## src/rtl/multicycle_control_unit.sv

```systemverilog
// Multicycle CPU control FSM: sequences IF/ID/EXE/MEM/WB and decodes datapath controls.
// Optional macro ILLEGAL_OP_TRAP_EN: unknown opcodes park the machine in TRAP instead of acting as NOPs.
module multicycle_control_unit #(
  parameter int                  OPCODE_W    = 6,
  parameter logic [OPCODE_W-1:0] HALT_OPCODE = 6'b111111
) (
  input  logic                CLK,
  input  logic                RST,
  input  logic [OPCODE_W-1:0] opcode,
  input  logic                zero,
  output logic [3:0]          state,
  output logic                PCWre,
  output logic                IRWre,
  output logic                InsMemRW,
  output logic [1:0]          ExtSel,
  output logic                ALUSrcA,
  output logic                ALUSrcB,
  output logic [2:0]          ALUOp,
  output logic                RegWre,
  output logic [1:0]          RegDst,
  output logic                WrRegDSrc,
  output logic                DBDataSrc,
  output logic                mRD,
  output logic                mWR,
  output logic [1:0]          PCSrc,
  output logic                illegal_op
);

  typedef enum logic [3:0] {
    S_IF     = 4'b0000,
    S_ID     = 4'b0001,
    S_EXE_LS = 4'b0010,
    S_MEM    = 4'b0011,
    S_WB_L   = 4'b0100,
    S_EXE_BR = 4'b0101,
    S_EXE_AL = 4'b0110,
    S_WB_AL  = 4'b0111,
    S_HALT   = 4'b1000,
    S_TRAP   = 4'b1001
  } state_t;

  localparam logic [OPCODE_W-1:0] OP_ADD  = 6'b000000;
  localparam logic [OPCODE_W-1:0] OP_SUB  = 6'b000001;
  localparam logic [OPCODE_W-1:0] OP_ADDI = 6'b000010;
  localparam logic [OPCODE_W-1:0] OP_OR   = 6'b010000;
  localparam logic [OPCODE_W-1:0] OP_AND  = 6'b010001;
  localparam logic [OPCODE_W-1:0] OP_ORI  = 6'b010010;
  localparam logic [OPCODE_W-1:0] OP_SLL  = 6'b011000;
  localparam logic [OPCODE_W-1:0] OP_SLT  = 6'b100110;
  localparam logic [OPCODE_W-1:0] OP_SW   = 6'b110000;
  localparam logic [OPCODE_W-1:0] OP_LW   = 6'b110001;
  localparam logic [OPCODE_W-1:0] OP_BEQ  = 6'b110100;
  localparam logic [OPCODE_W-1:0] OP_J    = 6'b111000;
  localparam logic [OPCODE_W-1:0] OP_JR   = 6'b111001;
  localparam logic [OPCODE_W-1:0] OP_JAL  = 6'b111010;

  state_t r_state;

  logic w_isAdd, w_isSub, w_isAddi, w_isOr, w_isAnd, w_isOri, w_isSll, w_isSlt;
  logic w_isSw, w_isLw, w_isBeq, w_isJ, w_isJr, w_isJal, w_isHalt;
  logic w_isAlu, w_isLs, w_isJmp, w_isUnknown, w_inInstr;

  assign w_isAdd  = (opcode == OP_ADD);
  assign w_isSub  = (opcode == OP_SUB);
  assign w_isAddi = (opcode == OP_ADDI);
  assign w_isOr   = (opcode == OP_OR);
  assign w_isAnd  = (opcode == OP_AND);
  assign w_isOri  = (opcode == OP_ORI);
  assign w_isSll  = (opcode == OP_SLL);
  assign w_isSlt  = (opcode == OP_SLT);
  assign w_isSw   = (opcode == OP_SW);
  assign w_isLw   = (opcode == OP_LW);
  assign w_isBeq  = (opcode == OP_BEQ);
  assign w_isJ    = (opcode == OP_J);
  assign w_isJr   = (opcode == OP_JR);
  assign w_isJal  = (opcode == OP_JAL);
  assign w_isHalt = (opcode == HALT_OPCODE);

  assign w_isAlu     = w_isAdd | w_isSub | w_isAddi | w_isOr | w_isAnd | w_isOri | w_isSll | w_isSlt;
  assign w_isLs      = w_isLw | w_isSw;
  assign w_isJmp     = w_isJ | w_isJr | w_isJal;
  assign w_isUnknown = ~(w_isAlu | w_isLs | w_isJmp | w_isBeq | w_isHalt);
  assign w_inInstr   = (r_state inside {S_ID, S_EXE_AL, S_WB_AL, S_EXE_BR, S_EXE_LS, S_MEM, S_WB_L});

  // Reset overrides every transition, including the HALT/TRAP parking states.
  always_ff @(posedge CLK) begin
    if (RST) begin
      r_state <= S_IF;
    end else begin
      case (r_state)
        S_IF:     r_state <= S_ID;
        S_ID: begin
          if (w_isAlu)       r_state <= S_EXE_AL;
          else if (w_isBeq)  r_state <= S_EXE_BR;
          else if (w_isLs)   r_state <= S_EXE_LS;
          else if (w_isHalt) r_state <= S_HALT;
          else if (w_isJmp)  r_state <= S_IF;
`ifdef ILLEGAL_OP_TRAP_EN
          else               r_state <= S_TRAP;
`else
          else               r_state <= S_IF;
`endif
        end
        S_EXE_AL: r_state <= S_WB_AL;
        S_WB_AL:  r_state <= S_IF;
        S_EXE_BR: r_state <= S_IF;
        S_EXE_LS: r_state <= S_MEM;
        S_MEM:    r_state <= w_isLw ? S_WB_L : S_IF;
        S_WB_L:   r_state <= S_IF;
        S_HALT:   r_state <= S_HALT;
        S_TRAP:   r_state <= S_TRAP;
        default:  r_state <= S_IF;
      endcase
    end
  end

  assign state    = r_state;
  assign InsMemRW = 1'b1;

`ifdef ILLEGAL_OP_TRAP_EN
  assign illegal_op = (r_state == S_TRAP);
`else
  assign illegal_op = 1'b0;
`endif

  // Opcode-driven selects stay valid for the whole instruction; strobes fire only in their state.
  always_comb begin
    PCWre     = 1'b0;
    IRWre     = 1'b0;
    ExtSel    = 2'd2;
    ALUSrcA   = 1'b0;
    ALUSrcB   = 1'b0;
    ALUOp     = 3'b000;
    RegWre    = 1'b0;
    RegDst    = 2'b10;
    WrRegDSrc = 1'b1;
    DBDataSrc = 1'b0;
    mRD       = 1'b0;
    mWR       = 1'b0;
    PCSrc     = 2'b00;

    if (w_inInstr) begin
      if (w_isSll)      ExtSel = 2'd0;
      else if (w_isOri) ExtSel = 2'd1;
      ALUSrcA = w_isSll;
      ALUSrcB = w_isAddi | w_isOri | w_isLs;
      if (w_isSub | w_isBeq)     ALUOp = 3'b001;
      else if (w_isOr | w_isOri) ALUOp = 3'b100;
      else if (w_isAnd)          ALUOp = 3'b101;
      else if (w_isSll)          ALUOp = 3'b011;
      else if (w_isSlt)          ALUOp = 3'b010;
      if (w_isAddi | w_isOri | w_isLw) RegDst = 2'b01;
    end

    case (r_state)
      S_IF: IRWre = 1'b1;
      S_ID: begin
        if (w_isJal) begin
          RegWre    = 1'b1;
          RegDst    = 2'b00;
          WrRegDSrc = 1'b0;
        end
        if (w_isJr)               PCSrc = 2'b10;
        else if (w_isJ | w_isJal) PCSrc = 2'b11;
`ifdef ILLEGAL_OP_TRAP_EN
        PCWre = w_isJmp;
`else
        PCWre = w_isJmp | w_isUnknown;
`endif
      end
      S_EXE_BR: begin
        PCWre = 1'b1;
        PCSrc = zero ? 2'b01 : 2'b00;
      end
      S_MEM: begin
        mRD       = w_isLw;
        mWR       = w_isSw;
        DBDataSrc = w_isLw;
        PCWre     = w_isSw;
      end
      S_WB_AL: begin
        RegWre = 1'b1;
        PCWre  = 1'b1;
      end
      S_WB_L: begin
        RegWre    = 1'b1;
        PCWre     = 1'b1;
        DBDataSrc = 1'b1;
      end
      default: ;
    endcase
  end

endmodule
```

## config.mk

```make
export PLATFORM = sky130hd
export DESIGN_NAME = multicycle_control_unit
export DESIGN_NICKNAME = d
export VERILOG_FILES = /design/src/rtl/multicycle_control_unit.sv
export SDC_FILE = /design/constraint.sdc
export NUM_CORES = 1
export LEC_CHECK = 0
export ABC_AREA = 1
export CORE_MARGIN = 1
export CORE_UTILIZATION = 32
export DETAILED_ROUTE_END_ITERATION = 8
export PLACE_DENSITY = 0.79
export RECOVER_POWER = 25
export SETUP_SLACK_MARGIN = 0.2
export SKIP_LAST_GASP = 1
export SYNTH_ARGS = -nofsm -noshare
export SYNTH_HDL_FRONTEND = slang
export SYNTH_SLANG_ARGS = --single-unit
```

## constraint.sdc

```tcl
create_clock -name CLK -period 1.2 [get_ports CLK]
set_input_delay 0.3 -clock CLK [delete_from_list [all_inputs] [get_ports CLK]]
set_output_delay 0.3 -clock CLK [all_outputs]
set_load 0.03 [all_outputs]
```

==> results of run 1 <==
-- synth_stat cells, drive strengths merged --
cell type	n	area, um2
nor4	1	12.5
nand2	30	125
nand3	8	45.0
or2	1	6.26
nor3	4	30.0
a41oi	1	8.76
and2	1	6.26
inv	22	82.6
o21ai	2	10.0
nor2	22	131
nand4	3	18.8
buf	2	15.0
and3	1	11.3
dfxtp	4	80.1
a21oi	6	33.8
conb	2	7.51
-- per-stage QoR --
step                      hold slack (ns)  setup WS [ns]  utilization  setup TNS (ns)
after floorplan                     0.359         -0.374            -           -4.73
after global placement              0.540          -1.03        0.742          -15.77
after detailed placement            0.550          -1.10        0.742          -16.20
after CTS                           0.553         -0.601        0.952           -9.92
-- cell families after synthesis --
family                 after synthesis
AO/OA/AOI/OAI                        9
buffers and inverters               24
flip-flops                           4
other                                2
AND/OR/NAND/NOR                     71
-- what timing repair did --
| action | in CTS |
|---|---|
| buffers inserted | 18 |
| pin swaps | 22 |
| endpoints found under the setup margin | 26 |
| resized for setup | 103 |
| gates cloned | 0 |
==> results_dict.tcl, run 1 <==
set metrics [dict create \
    cts-root-buf "clkbuf_4" \
    dpl_cell_area_mm2 0.00132 \
    ys_warn_count 0 \
    hpwl_mm 1.86 \
    clk_path_buf_depth 2 \
    outcome "stopped before the end" \
    tool.error "[ERROR DPL-0038] Utilization greater than 100%, impossible to legalize" \
    worstEpCategory "primary output" \
    dp.cells 201 \
    failed_stage "global routing" \
    start_util 0.350 \
    rows 15 \
    synthXorXnorAreaFrac 0 \
    gp_congestion 0.883 \
    postCtsHoldBufs 0 \
    grt_worst_setup_endpoint "RegDst[1]" \
    grt_max_degree 6 \
    die_height_um 46.2 \
    muxShareOfSynthArea 0 \
    synthesis.area_um2 624 \
    ios 33 \
    htreeDepth 1 \
    cts.sinks 4 \
    synth_compound_area_frac 0.0842 \
    synthAdderAreaFrac 0 \
    synth_top_family_by_area "simple AND/OR/NAND/NOR gates" \
    synth-seq-cells 4 \
    yosysSeqAreaShare 0.128 \
    netlist_instances 110 \
    syn_area_per_cell_um2 5.68 \
    io_buffers 30 \
    synthesis.nets 119 \
    synth-simple-area-share 0.619 \
    die_x_um 46.2 \
    synth.distinct_cells 24 \
    cts_buffers 3 \
]
==> run 2, diff against run 1 <==
--- a/config.mk
+++ b/config.mk
@@ -6,12 +6,11 @@
 export NUM_CORES = 1
 export LEC_CHECK = 0
 export ABC_AREA = 1
-export CORE_MARGIN = 1
-export CORE_UTILIZATION = 32
+export CORE_AREA = 2 2 63 65
 export DETAILED_ROUTE_END_ITERATION = 8
-export PLACE_DENSITY = 0.79
+export DIE_AREA = 0 0 65 67
+export PLACE_DENSITY_LB_ADDON = 0.15
 export RECOVER_POWER = 25
-export SETUP_SLACK_MARGIN = 0.2
 export SKIP_LAST_GASP = 1
 export SYNTH_ARGS = -nofsm -noshare
 export SYNTH_HDL_FRONTEND = slang
==> constraint.sdc (replaced) <==
create_clock -name CLK -period 1.6 [get_ports CLK]
set_input_delay 0.4 -clock CLK [delete_from_list [all_inputs] [get_ports CLK]]
set_output_delay 0.4 -clock CLK [all_outputs]
set_load 0.03 [all_outputs]
==> results_dict.tcl, run 2 <==
set metrics [dict create \
    outcome "finished with violations" \
    fin_cells 249 \
    synthAdderAreaFrac 0 \
    muxShareOfSynthArea 0 \
    fmax_mhz 520 \
    dr.pass1.iters 2 \
    ios 33 \
    finalHoldViolations 0 \
    final_common_cell "buf_4" \
    dp.cells 228 \
    crit_type "flip-flop to output port" \
    grt.total_usage 0.116 \
    wl_per_cell_um 9.67 \
    start_util 0.173 \
    cts_buffers 3 \
    synth-simple-area-share 0.619 \
    synthesis.area_um2 624 \
    vias_per_cell 4.00 \
    setup_tns_ns -3.97 \
    netlist_instances 110 \
    via_count 995 \
    final-setup-viol-count 18 \
    p_int_mw 0.428 \
    rows 22 \
    clkSlewWorstSetupHoldPaths_ns 0.03 \
    syn2layout_area_growth_pct 185 \
    critPathLaunch "state[0]$_SDFF_PP0_" \
    place_ws_ns -1.04 \
    htreeDepth 1 \
    dieArea_mm2 0.00436 \
    syn_area_per_cell_um2 5.68 \
    hp-class "flip-flop to flip-flop" \
    synth.most_common_cell "nand2_1" \
    postCtsHoldBufs 0 \
    register_area_um2 95.1 \
    cts.sinks 4 \
    r2r_end "state[2]$_SDFF_PP0_" \
    critPathCaptureType "output port" \
    violations "setup timing" \
    io_buffers 30 \
    whs_ns 0.669 \
    synth_top_family_by_area "simple AND/OR/NAND/NOR gates" \
    crit_end "ALUOp[0]" \
    layout_setup_ws_ns -0.323 \
    rsz0062_at_grt "yes" \
    synthesis.nets 119 \
    ant_nets 0 \
    synthXorXnorAreaFrac 0 \
    drt-total-wl_mm 2.41 \
    drcViolationCount 0 \
    cts-root-buf "clkbuf_8" \
    finalMaxSlewViolations 0 \
    die_height_um 67 \
    skew_ns 0.00293 \
    finish.utilization 0.494 \
    cpMostUsedCell "buf_6" \
    synth-seq-cells 4 \
    ir_worst_vdd_mv 0.299 \
    min_period_ns 1.92 \
    sequentialPowerShare 0.165 \
    diodes 0 \
    synthTopCellsByArea "nand2_1 (15%), dfxtp_1 (13%), inv_1 (9.0%)" \
    synth_ff_type "dfxtp_1" \
    drive_above_1_share 0.726 \
    grt_max_degree 6 \
    r2r_slack_ns 0.24 \
    antenna_found_initial 0 \
    largest_reg_flops 4 \
    synth.distinct_cells 24 \
    cts_tree "done" \
    ys_warn_count 0 \
    clockPowerShare 0.320 \
    yosysSeqAreaShare 0.128 \
    gp_congestion 0.830 \
    max_cap_violations 0 \
    grt_overflow 0 \
    synth_edf_count 0 \
    path_max_fanout 4 \
    fillers 366 \
    final_min_period_over_clock_period 1.20 \
    grt_first_pass_wirelength_mm 4.04 \
    ys_top_cells_by_count "nand2_1 (25), inv_1 (15), nor2_1 (12)" \
    multi_input_area_um2 643 \
    netSwitchingFraction 0.337 \
    power.leakage_nw 0.909 \
    final_cell_mix "buf_4 (43), buf_6 (35), nand2_1 (17)" \
    finalPower_mw 0.646 \
    core_area_mm2 0.00361 \
    dpl_cell_area_mm2 0.00140 \
    fin_nets 212 \
    synth_top_area_share 0.150 \
    synth_compound_area_frac 0.0842 \
    slowest_stage "dfxtp_4" \
    p_comb_frac 0.515 \
    cp-start-kind "flip-flop" \
    ff2ff_path_depth 8 \
    hpwl_mm 1.94 \
    critical_path_arrival_ns 1.52 \
    yosysTopAreaCell "nand2_1" \
    die_x_um 65 \
    clk_path_buf_depth 2 \
    powerDensity_mw_per_mm2 362 \
    cp_data_required_time_ns 1.20 \
    worstPathCellList "nor2_4 > nand2_2 > nand2_4 > nor2_8 > buf_12 > buf_6 > a41oi_4 > buf_6" \
    grt_pass1_vias 992 \
    stdcell_area_mm2 0.00178 \
    slowest_delay_ns 0.36 \
    synthArstFlopShare 0 \
    drtIter0Drc 12 \
    clock_latency_ns 0.21 \
    p_switching_mw 0.218 \
    r2r_start "state[2]$_SDFF_PP0_" \
]
## run 2: layout make-up
cell class / count / share of cell area
Clock buffer: 3 / 0.0232
Inverter: 22 / 0.0506
Multi-Input combinational cell: 82 / 0.361
Sequential cell: 4 / 0.0534
Tap cell: 48 / 0.0337
Timing Repair Buffer: 90 / 0.478
## run 2: cells by family after synthesis
| family | count (synthesis) |
|---|---|
| buffers and inverters | 24 |
| AO/OA/AOI/OAI | 9 |
| AND/OR/NAND/NOR | 71 |
| other | 2 |
| flip-flops | 4 |
## run 2: per-layer routing
layer / vias to the layer above / global-route usage / part of all wire
met4: 0 / 0.0160 / 0
met1: 448 / 0.148 / 0.46
met5: - / 0 / 0
met3: 0 / 0.00507 / 0.022
li1: 529 / - / -
met2: 18 / 0.219 / 0.52
## run 2: power by group through the flow
| stage | Clock, mW | Sequential (mW) | Combinational, mW |
|---|---|---|---|
| global placement | 0 | 0.107 | 0.275 |
| finish | 0.207 | 0.107 | 0.332 |
| CTS | 0.212 | 0.107 | 0.328 |
| floorplan | 0 | 0.118 | 0.128 |
| global route | 0.218 | 0.108 | 0.357 |
| detailed placement | 0 | 0.107 | 0.276 |
## run 2: worst min-delay path by stage
| stage | startpoint | endpoint | slack (ns) | depth (start not counted) |
|---|---|---|---|---|
| global route | state[1]$_SDFF_PP0_ | state[3]$_SDFF_PP0_ | 0.70 | 4 |
| global placement | state[2]$_SDFF_PP0_ | state[3]$_SDFF_PP0_ | 0.58 | 3 |
| detailed placement | state[2]$_SDFF_PP0_ | state[3]$_SDFF_PP0_ | 0.59 | 3 |
| finish | state[1]$_SDFF_PP0_ | state[3]$_SDFF_PP0_ | 0.67 | 4 |
| floorplan | RST | state[0]$_SDFF_PP0_ | 0.46 | 1 |
| CTS | state[3]$_SDFF_PP0_ | state[3]$_SDFF_PP0_ | 0.67 | 4 |
## run 2: worst max-delay path, delay by kind of cell (launching register included)
kind	cells	cell delay [ns]
flip-flops	1	0.36
AO/OA/AOI/OAI	1	0.16
AND/OR/NAND/NOR	4	0.40
buffers and inverters	3	0.39
## run 2: what timing repair did
action / in CTS / in global routing
gates resized for setup: 110 / 10
setup buffers: 14 / 5
hold endpoints to repair: 0 / 0
endpoints found under the setup margin: 26 / 18
pin swaps: 21 / 7
Power figures use the tool's default switching activity.
